==> src/rtl/debug_abstract_cmd_encoder_pkg.sv <==
// -----------------------------------------------------------------------------
// debug_abstract_cmd_encoder_pkg
// Shared debug definitions used by the abstract-command encoder:
//   - abstract command error codes (cmderr_e)
//   - encoder FSM state type (enc_state_e)
//   - GPR abstract register-number base and supported access size
//   - CSR address constants (DSCRATCH0 is the GPR-read transfer register)
//   - RV32I / Zicsr opcode and funct3 constants
//   - instruction-format helper functions (I-type, U-type)
// No ports; package only.
// -----------------------------------------------------------------------------
package debug_abstract_cmd_encoder_pkg;

  // Abstract command error codes reported back to the debug module
  typedef enum logic [2:0] {
    CMDERR_NONE          = 3'd0,
    CMDERR_NOT_SUPPORTED = 3'd2,
    CMDERR_EXCEPTION     = 3'd3
  } cmderr_e;

  // Encoder FSM states
  typedef enum logic [1:0] {
    ST_IDLE  = 2'd0,
    ST_ISSUE = 2'd1,
    ST_WAIT  = 2'd2,
    ST_RESP  = 2'd3
  } enc_state_e;

  // Abstract regno 0x1000..0x101F addresses x0..x31
  localparam logic [15:0] GPR_REGNO_BASE = 16'h1000;
  localparam logic [15:0] GPR_REGNO_MASK = 16'hFFE0;
  localparam logic [2:0]  AARSIZE_32     = 3'd2;

  // CSR address constants
  localparam logic [11:0] CSR_DSCRATCH0  = 12'h7B2;

  // Major opcodes
  localparam logic [6:0] OPC_LUI      = 7'b0110111;
  localparam logic [6:0] OPC_OP_IMM   = 7'b0010011;
  localparam logic [6:0] OPC_SYSTEM   = 7'b1110011;
  localparam logic [6:0] OPC_MISC_MEM = 7'b0001111;

  // funct3 values
  localparam logic [2:0] F3_ADDI   = 3'b000;
  localparam logic [2:0] F3_CSRRW  = 3'b001;
  localparam logic [2:0] F3_FENCEI = 3'b001;

  // FENCE.I with all other fields zero (32'h0000100F)
  localparam logic [31:0] INSTR_FENCEI = {17'd0, F3_FENCEI, 5'd0, OPC_MISC_MEM};

  // I-type: imm[11:0] | rs1 | funct3 | rd | opcode
  function automatic logic [31:0] enc_i_type(input logic [11:0] imm,
                                             input logic [4:0]  rs1,
                                             input logic [2:0]  f3,
                                             input logic [4:0]  rd,
                                             input logic [6:0]  opc);
    enc_i_type = {imm, rs1, f3, rd, opc};
  endfunction

  // U-type: imm[31:12] | rd | opcode
  function automatic logic [31:0] enc_u_type(input logic [19:0] imm,
                                             input logic [4:0]  rd,
                                             input logic [6:0]  opc);
    enc_u_type = {imm, rd, opc};
  endfunction

endpackage

==> src/rtl/debug_abstract_cmd_encoder_instr_builder.sv <==
// -----------------------------------------------------------------------------
// debug_instr_builder
// Purely combinational. Given a (latched) Access Register command and a word
// index, returns the instruction word at that index and the total number of
// words in the sequence.
//   Read            : CSRRW x0, DSCRATCH, xN
//   Write x0        : no words
//   Write, small    : ADDI xN, x0, imm     (data[31:11] all equal)
//   Write, large    : LUI xN, hi ; ADDI xN, xN, imm
// Optional feature macro: DEBUG_CMD_FENCEI_EN appends FENCE.I to every
// non-empty sequence.
// Ports:
//   i_write  in  1   1 = write GPR, 0 = read GPR
//   i_rd     in  5   GPR index
//   i_data   in  32  write value
//   i_idx    in  2   word index within the sequence
//   o_instr  out 32  instruction word at i_idx
//   o_len    out 2   sequence length in words
// -----------------------------------------------------------------------------
module debug_instr_builder
  import debug_abstract_cmd_encoder_pkg::*;
#(
  parameter logic [11:0] DSCRATCH_ADDR = CSR_DSCRATCH0
) (
  input  logic        i_write,
  input  logic [4:0]  i_rd,
  input  logic [31:0] i_data,
  input  logic [1:0]  i_idx,
  output logic [31:0] o_instr,
  output logic [1:0]  o_len
);

  logic        w_small;
  logic [19:0] w_hi;
  logic [1:0]  w_base_len;
  logic [31:0] w_word0;
  logic [31:0] w_word1;
  logic [31:0] w_base_instr;

  // Candidate words and base sequence length
  always_comb begin
    // ADDI sign-extends bit 11, so a single ADDI suffices when bits 31:11 agree
    w_small = (&i_data[31:11]) | ~(|i_data[31:11]);
    // (data + 0x800)[31:12]: the carry into bit 12 is exactly data[11]
    w_hi    = i_data[31:12] + {19'd0, i_data[11]};

    if (!i_write) begin
      w_base_len = 2'd1;
      w_word0    = enc_i_type(DSCRATCH_ADDR, i_rd, F3_CSRRW, 5'd0, OPC_SYSTEM);
    end else if (i_rd == 5'd0) begin
      w_base_len = 2'd0;
      w_word0    = 32'd0;
    end else if (w_small) begin
      w_base_len = 2'd1;
      w_word0    = enc_i_type(i_data[11:0], 5'd0, F3_ADDI, i_rd, OPC_OP_IMM);
    end else begin
      w_base_len = 2'd2;
      w_word0    = enc_u_type(w_hi, i_rd, OPC_LUI);
    end
    w_word1 = enc_i_type(i_data[11:0], i_rd, F3_ADDI, i_rd, OPC_OP_IMM);
  end

  // Word selection by index
  always_comb begin
    case (i_idx)
      2'd0:    w_base_instr = w_word0;
      2'd1:    w_base_instr = w_word1;
      default: w_base_instr = 32'd0;
    endcase
  end

`ifdef DEBUG_CMD_FENCEI_EN
  // Append FENCE.I after the last base word of a non-empty sequence
  always_comb begin
    if (w_base_len == 2'd0) begin
      o_len   = 2'd0;
      o_instr = 32'd0;
    end else if (i_idx == w_base_len) begin
      o_len   = w_base_len + 2'd1;
      o_instr = INSTR_FENCEI;
    end else begin
      o_len   = w_base_len + 2'd1;
      o_instr = w_base_instr;
    end
  end
`else
  // Base sequence only
  always_comb begin
    o_len   = w_base_len;
    o_instr = w_base_instr;
  end
`endif

endmodule

==> src/rtl/debug_abstract_cmd_encoder.sv <==
// -----------------------------------------------------------------------------
// debug_abstract_cmd_encoder
// Turns an "Access Register" abstract command into RV32I/Zicsr instruction
// words for the core's debug injection path, tracks their retirement and
// reports completion/error to the debug module.
// Optional feature macro: DEBUG_CMD_FENCEI_EN (FENCE.I appended to every
// non-empty sequence, up to 3 words).
// Ports:
//   clk              in  1   core clock
//   rst              in  1   synchronous active-low reset
//   cmd_valid/ready  in/out  abstract command handshake
//   cmd_regno        in  16  abstract register number
//   cmd_write        in  1   1 = write GPR, 0 = read GPR
//   cmd_aarsize      in  3   access size (only 32-bit supported)
//   cmd_data         in  32  write value
//   instr_valid/ready out/in injected word handshake
//   instr            out 32  injected word
//   instr_retire     in  1   one injected word retired
//   instr_exception  in  1   injected word raised an exception
//   rsp_valid/ready  out/in  response handshake
//   rsp_cmderr       out 3   completion status
// -----------------------------------------------------------------------------
module debug_abstract_cmd_encoder
  import debug_abstract_cmd_encoder_pkg::*;
#(
  parameter logic [11:0] DSCRATCH_ADDR = CSR_DSCRATCH0
) (
  input  logic        clk,
  input  logic        rst,
  input  logic        cmd_valid,
  output logic        cmd_ready,
  input  logic [15:0] cmd_regno,
  input  logic        cmd_write,
  input  logic [2:0]  cmd_aarsize,
  input  logic [31:0] cmd_data,
  output logic        instr_valid,
  input  logic        instr_ready,
  output logic [31:0] instr,
  input  logic        instr_retire,
  input  logic        instr_exception,
  output logic        rsp_valid,
  input  logic        rsp_ready,
  output logic [2:0]  rsp_cmderr
);

  enc_state_e  r_state;
  enc_state_e  w_state_nxt;

  // Latched command
  logic        r_write;
  logic [4:0]  r_rd;
  logic [31:0] r_data;
  logic [1:0]  r_len;
  logic        w_latch;
  logic [1:0]  w_len_nxt;

  // Progress counters
  logic [1:0]  r_issued;
  logic [1:0]  r_retired;
  logic [1:0]  w_issued_nxt;
  logic [1:0]  w_retired_nxt;
  logic [1:0]  w_issued_inc;
  logic [1:0]  w_retired_inc;

  // Registered outputs
  logic        r_cmd_ready;
  logic        r_instr_valid;
  logic [31:0] r_instr;
  logic        r_rsp_valid;
  cmderr_e     r_cmderr;
  logic        w_instr_valid_nxt;
  logic [31:0] w_instr_nxt;
  logic        w_rsp_valid_nxt;
  cmderr_e     w_cmderr_nxt;

  // Builder interface
  logic        w_b_write;
  logic [4:0]  w_b_rd;
  logic [31:0] w_b_data;
  logic [1:0]  w_b_idx;
  logic [31:0] w_b_instr;
  logic [1:0]  w_b_len;

  logic        w_supported;
  logic        w_hs;

  // Builder input select: live command while idle so the first word can be
  // registered on the acceptance edge; latched command afterwards
  always_comb begin
    if (r_state == ST_IDLE) begin
      w_b_write = cmd_write;
      w_b_rd    = cmd_regno[4:0];
      w_b_data  = cmd_data;
      w_b_idx   = 2'd0;
    end else begin
      w_b_write = r_write;
      w_b_rd    = r_rd;
      w_b_data  = r_data;
      w_b_idx   = r_issued + 2'd1;
    end
  end

  debug_instr_builder #(
    .DSCRATCH_ADDR (DSCRATCH_ADDR)
  ) u_builder (
    .i_write (w_b_write),
    .i_rd    (w_b_rd),
    .i_data  (w_b_data),
    .i_idx   (w_b_idx),
    .o_instr (w_b_instr),
    .o_len   (w_b_len)
  );

  assign w_supported   = ((cmd_regno & GPR_REGNO_MASK) == GPR_REGNO_BASE) &&
                         (cmd_aarsize == AARSIZE_32);
  assign w_hs          = r_instr_valid & instr_ready;
  assign w_issued_inc  = r_issued + 2'd1;
  assign w_retired_inc = r_retired + {1'b0, instr_retire};

  // Next-state and next-output logic
  always_comb begin
    w_state_nxt       = r_state;
    w_latch           = 1'b0;
    w_len_nxt         = r_len;
    w_issued_nxt      = r_issued;
    w_retired_nxt     = r_retired;
    w_instr_valid_nxt = r_instr_valid;
    w_instr_nxt       = r_instr;
    w_rsp_valid_nxt   = r_rsp_valid;
    w_cmderr_nxt      = r_cmderr;

    case (r_state)
      ST_IDLE: begin
        if (cmd_valid) begin
          w_latch       = 1'b1;
          w_issued_nxt  = 2'd0;
          w_retired_nxt = 2'd0;
          if (!w_supported) begin
            w_state_nxt     = ST_RESP;
            w_len_nxt       = 2'd0;
            w_rsp_valid_nxt = 1'b1;
            w_cmderr_nxt    = CMDERR_NOT_SUPPORTED;
          end else if (w_b_len == 2'd0) begin
            w_state_nxt     = ST_RESP;
            w_len_nxt       = 2'd0;
            w_rsp_valid_nxt = 1'b1;
            w_cmderr_nxt    = CMDERR_NONE;
          end else begin
            w_state_nxt       = ST_ISSUE;
            w_len_nxt         = w_b_len;
            w_instr_valid_nxt = 1'b1;
            w_instr_nxt       = w_b_instr;
          end
        end else begin
          w_latch = 1'b0;
        end
      end

      ST_ISSUE: begin
        // Early retires of already-accepted words are counted here too
        w_retired_nxt = w_retired_inc;
        if (instr_exception) begin
          w_state_nxt       = ST_RESP;
          w_instr_valid_nxt = 1'b0;
          w_instr_nxt       = 32'd0;
          w_rsp_valid_nxt   = 1'b1;
          w_cmderr_nxt      = CMDERR_EXCEPTION;
        end else if (w_hs) begin
          w_issued_nxt = w_issued_inc;
          if (w_issued_inc == r_len) begin
            w_state_nxt       = ST_WAIT;
            w_instr_valid_nxt = 1'b0;
            w_instr_nxt       = 32'd0;
          end else begin
            w_instr_nxt = w_b_instr;
          end
        end else begin
          w_instr_nxt = r_instr;
        end
      end

      ST_WAIT: begin
        // Exception takes priority over a coincident final retire
        if (instr_exception) begin
          w_state_nxt     = ST_RESP;
          w_rsp_valid_nxt = 1'b1;
          w_cmderr_nxt    = CMDERR_EXCEPTION;
        end else if (w_retired_inc == r_issued) begin
          w_state_nxt     = ST_RESP;
          w_retired_nxt   = w_retired_inc;
          w_rsp_valid_nxt = 1'b1;
          w_cmderr_nxt    = CMDERR_NONE;
        end else begin
          w_retired_nxt = w_retired_inc;
        end
      end

      ST_RESP: begin
        if (rsp_ready) begin
          w_state_nxt     = ST_IDLE;
          w_rsp_valid_nxt = 1'b0;
          w_cmderr_nxt    = CMDERR_NONE;
        end else begin
          w_rsp_valid_nxt = 1'b1;
        end
      end

      default: begin
        w_state_nxt       = ST_IDLE;
        w_instr_valid_nxt = 1'b0;
        w_instr_nxt       = 32'd0;
        w_rsp_valid_nxt   = 1'b0;
        w_cmderr_nxt      = CMDERR_NONE;
      end
    endcase
  end

  // State register and registered outputs
  always_ff @(posedge clk) begin
    if (!rst) begin
      r_state       <= ST_IDLE;
      r_cmd_ready   <= 1'b1;
      r_instr_valid <= 1'b0;
      r_instr       <= 32'd0;
      r_rsp_valid   <= 1'b0;
      r_cmderr      <= CMDERR_NONE;
      r_issued      <= 2'd0;
      r_retired     <= 2'd0;
      r_len         <= 2'd0;
    end else begin
      r_state       <= w_state_nxt;
      r_cmd_ready   <= (w_state_nxt == ST_IDLE);
      r_instr_valid <= w_instr_valid_nxt;
      r_instr       <= w_instr_nxt;
      r_rsp_valid   <= w_rsp_valid_nxt;
      r_cmderr      <= w_cmderr_nxt;
      r_issued      <= w_issued_nxt;
      r_retired     <= w_retired_nxt;
      r_len         <= w_len_nxt;
    end
  end

  // Command latch: captured once at acceptance, insensitive to later cmd_* changes
  always_ff @(posedge clk) begin
    if (!rst) begin
      r_write <= 1'b0;
      r_rd    <= 5'd0;
      r_data  <= 32'd0;
    end else if (w_latch) begin
      r_write <= cmd_write;
      r_rd    <= cmd_regno[4:0];
      r_data  <= cmd_data;
    end else begin
      r_write <= r_write;
      r_rd    <= r_rd;
      r_data  <= r_data;
    end
  end

  assign cmd_ready   = r_cmd_ready;
  assign instr_valid = r_instr_valid;
  assign instr       = r_instr;
  assign rsp_valid   = r_rsp_valid;
  assign rsp_cmderr  = r_cmderr;

endmodule

==> config.mk <==
export PLATFORM = sky130hd
export DESIGN_NAME = debug_abstract_cmd_encoder
export DESIGN_NICKNAME = d
export VERILOG_FILES = /design/src/rtl/debug_abstract_cmd_encoder_pkg.sv /design/src/rtl/debug_abstract_cmd_encoder_instr_builder.sv /design/src/rtl/debug_abstract_cmd_encoder.sv
export SDC_FILE = /design/constraint.sdc
export NUM_CORES = 1
export LEC_CHECK = 0
export ABC_AREA = 1
export BUFFER_PORTS_ARGS = -buffer_cell sky130_fd_sc_hd__buf_2
export CAP_MARGIN = 25
export CORE_MARGIN = 2
export CORE_UTILIZATION = 61
export DETAILED_ROUTE_END_ITERATION = 12
export PLACE_DENSITY = 0.85
export SYNTH_ARGS = -nofsm -noshare
export SYNTH_HDL_FRONTEND = slang
export SYNTH_SLANG_ARGS = --single-unit
==> constraint.sdc <==
create_clock -name clk -period 5.7 [get_ports clk]
set_input_delay 1.71 -clock clk [delete_from_list [all_inputs] [get_ports clk]]
set_output_delay 1.71 -clock clk [all_outputs]
set_load 0.02 [all_outputs]
### Word-level counts from Yosys, hierarchy flattened

Cells that the tools add are included.

| cells by class | value |
|---|---|
| reduce and logical (&&, ||, !) cells | 17 |
| add/subtract/negate cells | 3 |
| bitwise operators | 3 |
| multiplexer cells | 61 |
| eq/ne operators | 20 |

Operator list:

| cell | number |
|---|---|
| two-way mux 32 bit | 10 |
| case mux 32 bit (2 select lines) | 2 |
| two-way mux 2 bit | 19 |
| two-way mux 3 bit | 7 |
| AND reduction 21 bit | 1 |
| OR reduction 21 bit | 1 |
| adder 20 x 1 -> 20 bit | 1 |
| two-way mux 1 bit | 16 |
| inequality test 2 bit (second input constant) | 8 |
| case mux 3 bit (4 select lines) | 1 |
| equality test 11 x 8 -> 1 bit (second input constant) | 1 |
| AND reduction 5 bit | 2 |
| inequality test 3 bit (second input constant) | 3 |
| logical NOT 2 bit | 4 |
| case mux 2 bit (4 select lines) | 1 |
| AND reduction 4 bit | 2 |
| case mux 2 bit (3 select lines) | 1 |
| AND reduction 6 bit | 1 |
| logical NOT 5 bit | 1 |
| two-way mux 5 bit | 1 |
| equality test 2 x 1 -> 1 bit (second input constant) | 2 |
| equality test 2 bit | 2 |
| equality test 2 bit (second input constant) | 2 |
| case mux 1 bit (4 select lines) | 1 |
| other kinds (14) | 14 |

| storage, ports and cells | value |
|---|---|
| register bits after elaboration | 84 |
| output and inout port bits | 38 |

### Logic depth before layout (Yosys ltp)

| logic depth | value |
|---|---|
| depth after elaboration | 14 |
| gate-level depth with buffers | 22 |

### Modules after synthesis

Synthesis repeated with hierarchy kept, for this count alone.

| second synthesis, totals | value |
|---|---|
| cells, all modules | 832 |
| area, all modules | 5375.2 um2 |

Modules (own cells, without submodules):

| module | seq. area each (um2) | cells each | area each (um2) | instances |
|---|---|---|---|---|
| debug_abstract_cmd_encoder | 1661.6 | 560 | 4026.4 | 1 |
| debug_instr_builder | 0.0 | 272 | 1348.8 | 1 |

### Worst setup path after synthesis

No wires, ideal clock.

| path | value |
|---|---|
| kind | input -> register |
| start | input cmd_data[12] |
| end | register r_instr[26], in the netlist instr[26] |
| stages on the path | 16 |
| library setup time | 0.134 ns |
| slack | 2.365 ns |
| arrival time | 3.201 ns |
| path buffers | 0 |
| cells stage by stage | nand2_1 o21ai_0 ha_1 ha_1 inv_1 nor2_1 nand2_1 inv_2 nand2_1 nor3_1 xor2_1 inv_1 nand2_1 nand3_1 nand2_1 a21oi_1 |

| on the way | value |
|---|---|
| word-level cells in the longest chain between the ends | 12 |

RTL lines:

| what | RTL line | RTL |
|---|---|---|
| from (decl) | debug_abstract_cmd_encoder.sv:35 | `input logic [31:0] cmd_data,` |
| two-way mux 32 bit (*) | debug_abstract_cmd_encoder.sv:90 | `if (r_state == ST_IDLE) begin` |
| branches (longest 11 deep; another with adder 20 x 1 -> 20 bit) | n/a |  |
| to (signal assigned) | debug_abstract_cmd_encoder.sv:234 | `r_instr <= w_instr_nxt;` |
| to (decl) | debug_abstract_cmd_encoder.sv:68 | `logic [31:0] r_instr;` |

Mark *: on every way between the ends. The select of a mux whose other input is x is not followed.
A chain may end at the register's enable or synchronous reset.

### Final worst setup path

| path | value |
|---|---|
| start | input cmd_regno[2] |
| end | register r_instr[11], in the netlist instr[11] |

| on the way | value |
|---|---|
| word-level cells in the longest chain between the ends | 9 |

RTL lines:

| what | RTL line | RTL |
|---|---|---|
| from (decl) | debug_abstract_cmd_encoder.sv:32 | `input logic [15:0] cmd_regno,` |
| two-way mux 5 bit (*) | debug_abstract_cmd_encoder.sv:90 |  |
| logical NOT 5 bit (*) | debug_abstract_cmd_encoder_instr_builder.sv:50 | `end else if (i_rd == 5'd0) begin` |
| two-way mux 32 bit | debug_abstract_cmd_encoder_instr_builder.sv:50 |  |
| two-way mux 32 bit | debug_abstract_cmd_encoder_instr_builder.sv:47 | `if (!i_write) begin` |
| case mux 32 bit (2 select lines) | debug_abstract_cmd_encoder_instr_builder.sv:65 | `case (i_idx)` |
| two-way mux 32 bit, on equally long branches | debug_abstract_cmd_encoder.sv:170, debug_abstract_cmd_encoder.sv:143 |  |
| two-way mux 32 bit, on equally long branches | debug_abstract_cmd_encoder.sv:168, debug_abstract_cmd_encoder.sv:138 |  |
| two-way mux 32 bit, on equally long branches | debug_abstract_cmd_encoder.sv:162, debug_abstract_cmd_encoder.sv:134 |  |
| case mux 32 bit (2 select lines) | debug_abstract_cmd_encoder.sv:132 | `case (r_state)` |

Mark *: on every way between the ends. The rest lies on a longest branch, timed or not. The select of a mux whose other input is x is not followed.

==> flow_metrics.env <==
export IMPL_synth_edf_count=0
export IMPL_slew_viol_final=0
export IMPL_hold_depth=2
export IMPL_hold_viol_final=0
export IMPL_vias_per_cell=5.58
export IMPL_synthCells=873
export IMPL_cts_hold_buf=0
export IMPL_root_buffer="clkbuf_8"
export IMPL_cts_sinks=80
export IMPL_sequentialPowerShare_pct=29.1
export IMPL_via_count=5867
export IMPL_ctsHtreeMaxLevel=3
export IMPL_grt_ovfl_total=0
export IMPL_max_freq_mhz=233
export IMPL_hold_path_endpoint="instr[17]"
export IMPL_hold_class="register to register"
export IMPL_critPathMaxFanout=33
export IMPL_synth_seq_cells=80
export IMPL_drive_gt1_share_pct=16.7
export IMPL_cts_buffers=9
export IMPL_finalSetupTns_ps=0
export IMPL_synth_distinct_cells=39
export IMPL_fin_worst_skew_ps=10.2
export IMPL_start_util_pct=63.5
export IMPL_syn_avg_cell_area_um2=6.03
export IMPL_path_class="primary input to register"
export IMPL_clkLatencyLatePin_ps=370
export IMPL_syn2layout_area_growth_pct=12.1
export IMPL_worst_pin_slew_ps=968
export IMPL_port_buffers=94
export IMPL_gp_congestion=0.974
export IMPL_crit_required_ps=5990
export IMPL_rsz0062_at_grt="no"
export IMPL_holdWs_ps=466
export IMPL_fin_ws_ps=1400
export IMPL_grt_pass1_vias=5556
export IMPL_setup_viol=0
export IMPL_synthArstFlopShare_pct=0
export IMPL_nets=1009
export IMPL_grt_max_degree=66
export IMPL_netlist_area_mm2=0.00527
export IMPL_cp_end_kind="register"
export IMPL_dr_first_iter_drc_count=423
export IMPL_ir_drop_v=0.000366
export IMPL_die_area_mm2=0.00939
export IMPL_p_sw_share_pct=50.8
export IMPL_drtPass1Iterations=5
export IMPL_min_from="instr[17]"
export IMPL_relSlewSlack_pct=35.2
export IMPL_p_per_area_mw_per_mm2=431
export IMPL_reg2reg_from="r_state[1]"
export IMPL_antenna_cells=0
export IMPL_core_area_mm2=0.00830
export IMPL_post_cts_buffers=0
export IMPL_pwr_share_clk_pct=16.1
export IMPL_dp_slack_ps=1070
export IMPL_r2r_slack_ps=1540
export IMPL_r2r_cells=13
export IMPL_die_w_um=96.9
export IMPL_cp_arrival_ps=4590
export IMPL_power_leakage_uw=0.00282
export IMPL_rows=33
export IMPL_tritoncts="built"
export IMPL_status="complete, no violations"
export IMPL_critPathLaunchType="primary input"
export IMPL_p_sw_uw=1290
export IMPL_p_int_uw=1250
export IMPL_worstReg2RegEnd="instr[11]"
export IMPL_p_comb_share_pct=54.7
export IMPL_grt_antenna_before_repair=0
export IMPL_yosysWarnings=0
export IMPL_dp_hpwl_um=11800
export IMPL_routedWlPerCell_um=14.8
export IMPL_cts_resized=0
export IMPL_maxCapViolCount=0
export IMPL_grt_pass1_wl_um=26000
export IMPL_drc_errors=0
export IMPL_io_pins=97
export IMPL_track_usage_pct=33.4
export IMPL_fp_dieH_um=96.9
export IMPL_yosysSeqAreaShare_pct=30.4
export IMPL_wl_um=15600
export IMPL_synth_flop_cell="dfxtp_1"
export IMPL_fin_crit_ps=4300
export IMPL_clk_pin_slew_ps=90
export IMPL_ant_nets=0
export IMPL_clockBufferDepth=2
export IMPL_min_period_over_period_pct=75.4
[power groups by stage]
stage,clock (uW),combinational (uW),sequential [uW]
global placement,0,1320,744
global route,437,1550,755
detailed placement,0,1350,751
finish,411,1390,742
floorplan,0,983,795
CTS,411,1360,739
[how the worst max path moves through the flow]
stage | startpoint | cells past startpoint | slack, ps | to
2_1_floorplan | cmd_data[12] | 16 | 2370 | instr[26]
3_3_place_gp | cmd_regno[2] | 11 | 1140 | instr[7]
3_5_place_dp | cmd_regno[2] | 11 | 1070 | instr[11]
4_1_cts | cmd_regno[2] | 11 | 1450 | instr[11]
5_1_grt | r_state[1] | 13 | 1100 | instr[10]
6_report | cmd_regno[2] | 11 | 1400 | instr[11]
[cell usage in the layout, fill, tap and decap left out, drive strengths merged]
cell type | Yosys | routed
nand2 | 294 | 294
inv | 103 | 106
buf | 20 | 100
nor2 | 98 | 98
dfxtp | 80 | 80
o21ai | 74 | 74
a21oi | 71 | 71
nand3 | 37 | 37
nand4 | 21 | 21
a211oi | 12 | 12
clkbuf | 23 | 10
ha | 8 | 8
o211ai | 7 | 7
xor2 | 5 | 5
nor3 | 4 | 4
clkinvlp | 0 | 3
xnor2 | 2 | 2
o22ai | 2 | 2
nor4 | 2 | 2
o21a | 2 | 2
conb | 1 | 2
or2 | 2 | 2
clkinv | 1 | 1
o21bai | 1 | 1
o311ai | 1 | 1
a31oi | 1 | 1
o31ai | 1 | 1
[area by class of cell]
type                    instances  area [um^2]
clock buffers                  10          138
repair buffers                100          536
well taps                     105          131
clock inverters                 6         51.3
flip-flops and latches         80         1600
inverters                     104          390
multi-input cells             647         3060
fillers                       779         2390
[through the flow]
stage | area, um^2 | instances | power [uW] | utilization, %
floorplan | 5270 | 874 | 1780 | -
global placement | 5690 | 1035 | 2060 | 68.5
detailed placement | 5690 | 1035 | 2100 | 68.5
CTS | 5880 | 1051 | 2510 | 70.8
global route | 5900 | 1052 | 2740 | 71.1
finish | 5900 | 1052 | 2550 | 71.1
[metal layers]
metal | wire length, um | track usage [%]
met5 | 0 | 0
met3 | 1160 | 6.58
met1 | 6580 | 42.1
met4 | 426 | 11.9
met2 | 7390 | 56.8
[flip-flops by register name (all words and copies together), names as in the netlist, 2 cells and up]
register / count
r_len: 2
r_rd: 5
instr: 29
r_state: 2
r_issued: 2
r_data: 32
r_retired: 2
rsp_cmderr: 2
[cells by family after synthesis]
family                     after synthesis  share of synthesized area [%]
AOI/OAI and AO/OA                      172                           17.8
adders and majority gates                8                           1.90
buffers and inverters                  147                           11.7
DFF                                     80                           30.4
and+or+nand+nor                        458                           37.0
other                                    1                         0.0712
xor gates and xnor gates                 7                           1.16
[cells in the mapped netlist (all sizes together), types with 4 or more instances]
cell | count | area (um^2)
nand2 | 294 | 1140
inv | 103 | 387
nor2 | 98 | 420
dfxtp | 80 | 1600
o21ai | 74 | 378
a21oi | 71 | 359
nand3 | 37 | 195
clkbuf | 23 | 86.3
nand4 | 21 | 144
buf | 20 | 138
a211oi | 12 | 90.1
ha | 8 | 100
o211ai | 7 | 52.6
xor2 | 5 | 43.8
nor3 | 4 | 20.0
[worst max-delay path, cell delays in order]
cell,delay [ps]
buf_2,90
nand2_1,40
nand2_1,230
nor2_1,90
nand4_2,260
nor2_2,100
nand2_1,90
nand4_2,660
nor2_2,930
o211ai_1,180
a21oi_1,190
(Power assumes the default switching activity.)
